===== config.mk =====
export PLATFORM = sky130hd
export DESIGN_NAME = fwd_hazard_unit
export DESIGN_NICKNAME = d
export VERILOG_FILES = /design/src/rtl/fwd_hazard_unit_pkg.sv /design/src/rtl/fwd_src_compare.sv /design/src/rtl/fwd_hazard_unit.sv
export SDC_FILE = /design/constraint.sdc
export NUM_CORES = 1
export LEC_CHECK = 0
export ABC_AREA = 1
export BUFFER_PORTS_ARGS = -buffer_cell sky130_fd_sc_hd__clkbuf_2
export CAP_MARGIN = 20
export CORE_ASPECT_RATIO = 0.5
export CORE_MARGIN = 2
export CORE_UTILIZATION = 56
export CTS_CLUSTER_DIAMETER = 40
export DETAILED_ROUTE_END_ITERATION = 8
export GPL_ROUTABILITY_DRIVEN = 0
export HOLD_SLACK_MARGIN = 0.02
export PLACE_DENSITY = 0.89
export SKIP_CTS_REPAIR_TIMING = 1
export SLEW_MARGIN = 10
export SYNTH_ARGS = -nofsm -noshare
export SYNTH_HDL_FRONTEND = slang
export SYNTH_SLANG_ARGS = --single-unit

===== constraint.sdc =====
create_clock -name clk -period 3.5 [get_ports clk]
set_clock_uncertainty 0.1 [all_clocks]
set_input_delay 0.175 -clock clk [delete_from_list [all_inputs] [get_ports clk]]
set_output_delay 0.175 -clock clk [all_outputs]
set_load 0.01 [all_outputs]

===== src/rtl/fwd_hazard_unit_pkg.sv =====
// rtl/fwd_hazard_unit_pkg.sv - shared select encodings and widths for the forwarding/hazard unit
package fwd_hazard_unit_pkg;

    localparam int REG_ADDRESS_LEN = 4;
    localparam int FWD_SEL_LEN     = 2;

    typedef enum logic [FWD_SEL_LEN-1:0] {
        FWD_SEL_RF  = 2'b00,
        FWD_SEL_MEM = 2'b01,
        FWD_SEL_WB  = 2'b10
    } fwd_sel_e;

    // EXE match wins over MEM match: the EXE instruction is the newer producer
    function automatic fwd_sel_e fwd_pick(input logic hit_e, input logic hit_m);
        if (hit_e)
            return FWD_SEL_MEM;
        else if (hit_m)
            return FWD_SEL_WB;
        else
            return FWD_SEL_RF;
    endfunction

endpackage


===== src/rtl/fwd_src_compare.sv =====
// rtl/fwd_src_compare.sv - per-operand destination compare and forwarding select
module fwd_src_compare
    import fwd_hazard_unit_pkg::*;
#(
    parameter int REG_ADDR_W = REG_ADDRESS_LEN
) (
    input  logic [REG_ADDR_W-1:0]  src,
    input  logic                   used,
    input  logic                   en_forwarding,
    input  logic                   exe_wb_en,
    input  logic                   exe_mem_read,
    input  logic [REG_ADDR_W-1:0]  exe_dst,
    input  logic                   mem_wb_en,
    input  logic [REG_ADDR_W-1:0]  mem_dst,
    output logic [FWD_SEL_LEN-1:0] next_sel,
    output logic                   load_use_hit,
    output logic                   nofwd_hit
);

    logic hit_e;
    logic hit_m;

    // An operand that is not read never matches; a WB-stage match needs no action
    assign hit_e = used & exe_wb_en & (src == exe_dst);
    assign hit_m = used & mem_wb_en & (src == mem_dst);

    assign next_sel     = en_forwarding ? fwd_pick(hit_e, hit_m) : FWD_SEL_RF;
    assign load_use_hit = hit_e & exe_mem_read;
    assign nofwd_hit    = hit_e | hit_m;

endmodule


===== src/rtl/fwd_hazard_unit.sv =====
// rtl/fwd_hazard_unit.sv - registered operand forwarding selects, load-use stall and stall counter
module fwd_hazard_unit
    import fwd_hazard_unit_pkg::*;
#(
    parameter int REG_ADDR_W = REG_ADDRESS_LEN,
    parameter int NUM_SRC    = 3,
    parameter int CNT_W      = 16
) (
    input  logic                            clk,
    input  logic                            rst,
    input  logic                            en_forwarding,
    input  logic                            freeze,
    input  logic                            id_valid,
    input  logic [NUM_SRC*REG_ADDR_W-1:0]   id_src,
    input  logic [NUM_SRC-1:0]              id_src_used,
    input  logic                            exe_wb_en,
    input  logic                            exe_mem_read,
    input  logic [REG_ADDR_W-1:0]           exe_dst,
    input  logic                            mem_wb_en,
    input  logic [REG_ADDR_W-1:0]           mem_dst,
    input  logic                            stat_clr,
    output logic                            hazard_stall,
    output logic [NUM_SRC*FWD_SEL_LEN-1:0]  exe_sel,
    output logic                            exe_fwd_any,
    output logic [CNT_W-1:0]                stall_cnt
);

    logic [NUM_SRC*FWD_SEL_LEN-1:0] next_sel;
    logic [NUM_SRC-1:0]             load_use_vec;
    logic [NUM_SRC-1:0]             nofwd_vec;

    for (genvar i = 0; i < NUM_SRC; i++) begin : g_src
        fwd_src_compare #(
            .REG_ADDR_W(REG_ADDR_W)
        ) u_cmp (
            .src          (id_src[i*REG_ADDR_W +: REG_ADDR_W]),
            .used         (id_src_used[i]),
            .en_forwarding(en_forwarding),
            .exe_wb_en    (exe_wb_en),
            .exe_mem_read (exe_mem_read),
            .exe_dst      (exe_dst),
            .mem_wb_en    (mem_wb_en),
            .mem_dst      (mem_dst),
            .next_sel     (next_sel[i*FWD_SEL_LEN +: FWD_SEL_LEN]),
            .load_use_hit (load_use_vec[i]),
            .nofwd_hit    (nofwd_vec[i])
        );
    end

    // With forwarding only a load in EXE forces a stall; without it any in-flight producer does
    assign hazard_stall = id_valid & (en_forwarding ? (|load_use_vec) : (|nofwd_vec));

    // ID/EXE select register: hold on freeze, bubble on stall or empty ID slot
    always_ff @(posedge clk or posedge rst) begin
        if (rst) begin
            exe_sel     <= '0;
            exe_fwd_any <= 1'b0;
        end else if (!freeze) begin
            if (hazard_stall || !id_valid) begin
                exe_sel     <= '0;
                exe_fwd_any <= 1'b0;
            end else begin
                exe_sel     <= next_sel;
                exe_fwd_any <= |next_sel;
            end
        end
    end

    // Saturating stall counter; clear beats increment, freeze beats both
    always_ff @(posedge clk or posedge rst) begin
        if (rst) begin
            stall_cnt <= '0;
        end else if (!freeze) begin
            if (stat_clr)
                stall_cnt <= '0;
            else if (hazard_stall && (stall_cnt != {CNT_W{1'b1}}))
                stall_cnt <= stall_cnt + 1'b1;
        end
    end

endmodule


==> out/metrics.cfg <==
[status]
outcome = complete, but fails checks
violations = negative hold slack

[clock_network]
htree_num_levels = 1
cts_buffers = 3
cts_tree = built
clock_path_buffers = 2
clock_sinks = 23
clkTransAtPathRegs_ps = 80
clk_latency_ps = 270
cts-root-buf = clkbuf_8

[placed_design]
port_buffers = 55
dp_cells = 398
hpwl_um = 3600

[synthesis]
synth_area_leader_cell = dfrtp_1
synth_edf_count = 0
netlist_area_sq_mm = 0.00184
syn_inst = 310
ys_warn_count = 0
synth_flop_cell = dfrtp_1
synth_area_leaders = dfrtp_1, nand2_1, nand3_1
yosysMostFrequentCell = nand2_1
ys_seq_area_share_pct = 31.3
synth_cell_types = 25
syn_avg_cell_area_sq_um = 5.94
yosysTopAreaCellShare_pct = 31.3
ys_ff_latch = 23
synth_common_cells = nand2_1, nand3_1, nor2_1
synthesis.nets = 343
async_flop_share_pct = 100

[worst_setup_path]
worst_setup_path_end_kind = flop
rr_endpoint = stall_cnt[15]
r2r_slack_ps = 1420
worstSetupStartpointType = flop
arrival_ps = 2190
rr_worst_depth = 11
critPathRequiredTime_ps = 3610
crit_start = stall_cnt[0]
rr_startpoint = stall_cnt[0]
setup.worst_path.end = stall_cnt[15]
path_max_fanout = 17
worstSetupPathType = reg -> reg

[pwr]
p_leak_nw = 1.32
clock_power_share_pct = 27.3
power.switching_uw = 199
pwr-share-seq_pct = 48.4
p_int_uw = 416
p_sw_share_pct = 32.4
combPwrFrac_pct = 24.3
irDropWorstVdd_uv = 238
power_density_mw_per_mm2 = 282

[floorplanning]
core_sq_mm = 0.00307
die-area_sq_mm = 0.00379
io_pins = 56
start_util_pct = 60.1
num_rows = 14
die_w_um = 85.1
die_h_um = 44.6

[routing]
wl_per_cell_um = 11.4
drt-vias-per-instance = 5.20
drc = 0
dr.pass1.iters = 5
drtIter0Drc = 122
vias = 2089
drtAntennaViolNets = 0
routed_wl_um = 4570

[finish]
fillers = 276
nets = 396
area_growth_pct = 18.2
drive_gt1_share_pct = 20.2
antenna_cells = 0
final_cells = 402

[run]
drv_cap = 0

[sta]
period_needed_ps = 2080
whs_ps = -53.5
fmax_mhz = 481
setup_viol = 0
hold_violations = 23
worst_slew_pin_slew_ps = 845
fin_crit_sh_pct = 59.4
rsz0062_at_grt = no
finalSetupTns_ps = 0
maxSlewHeadroom_pct = 43.6
slew_violations = 0

[global_route]
grt-ovfl-total = 0
antenna_found_initial = 0
grt_max_degree = 25
grtUsageTotal_pct = 25.8
grt_first_pass_wirelength_um = 7880
grt_pass1_vias = 1921

[worst_hold_path]
hp-class = in -> async

placed cells by master, fill, tap and decap left out, types with 2 or more instances in the layout:
cell      instances
xnor2_1           2
o21ai_0           4
nor2_2            2
dfrtp_1          23
nor2_1           36
nor3b_1           2
inv_2             8
nand3_1          40
nand2_1         121
xor2_1            6
clkbuf_2         55
clkbuf_8          3
inv_1            34
nand2_4           2
o21ai_1           2
nand4_1           3
a21oi_1           2
nor3_1           10
layer usage:
metal | up-vias | track usage, % | routed length [um]
met1 | 932 | 30.3 | 1980
met5 | - | 0 | 0
met2 | 79 | 50.3 | 2260
met4 | 0 | 7.62 | 55
li1 | 1072 | - | -
met3 | 6 | 3.73 | 275
power groups by stage:
stage / Sequential [mW] / Clock [mW] / Combinational (mW)
3_3_place_gp: 0.301 / 0 / 0.143
3_5_place_dp: 0.302 / 0 / 0.149
4_1_cts: 0.297 / 0.168 / 0.149
2_1_floorplan: 0.306 / 0 / 0.0863
6_report: 0.298 / 0.168 / 0.150
5_1_grt: 0.300 / 0.174 / 0.170
through the flow:
stage | worst slack [ps] | total power, mW | utilization, % | area [sq um] | hold slack (ps)
floorplan | 1610 | 0.392 | - | 1840 | 76.9
global placement | 1590 | 0.444 | 69.6 | 2130 | 261
detailed placement | 1450 | 0.451 | 69.6 | 2130 | 276
CTS | 1430 | 0.614 | 71.0 | 2180 | -16.1
global route | 1220 | 0.644 | 71.0 | 2180 | 58.2
finish | 1420 | 0.615 | 71.0 | 2180 | -53.5
worst min-delay path by stage:
stage	to	from	cells after the start
floorplan	exe_fwd_any	rst	1
global placement	exe_sel[4]	rst	2
detailed placement	exe_sel[0]	rst	2
CTS	stall_cnt[5]	rst	2
global route	stall_cnt[3]	rst	2
finish	stall_cnt[5]	rst	2
cell type report:
| class | instances | area [sq um] | area share [%] |
|---|---|---|---|
| timing repair buffer | 55 | 275 | 12.6 |
| multi-input combinational | 238 | 1070 | 49.3 |
| clock buffer | 4 | 45.0 | 2.07 |
| tap | 40 | 50.0 | 2.30 |
| sequential | 23 | 576 | 26.4 |
| inverter | 42 | 158 | 7.24 |
state kept, by name, summed over array words and instances (netlist names):
signal	count
stall_cnt	16
exe_fwd_any	1
exe_sel	6
kinds of logic (layout without fill, tap and decap cells):
group / count (synthesis) / after routing / synth area share, %
AND/OR/NAND/NOR: 221 / 221 / 51.6
buffers and inverters: 49 / 101 / 10.5
flip-flops: 23 / 23 / 31.2
AO/OA/AOI/OAI: 8 / 8 / 2.17
XOR/XNOR: 8 / 8 / 3.80
adder cells (fa/ha/maj): 1 / 1 / 0.679
critical path, cell delays in order (launching register included):
cell and delay (ps):
dfrtp_1 420, ha_1 220, nand3_1 140, nor2_2 160, nand4_2 130, nor2_2 150, nand4_1 110, nand3_2 110
nand2_4 130, nand2_4 200, nand2_1 90, nand2_1 60
Power figures use the tool's default switching activity.
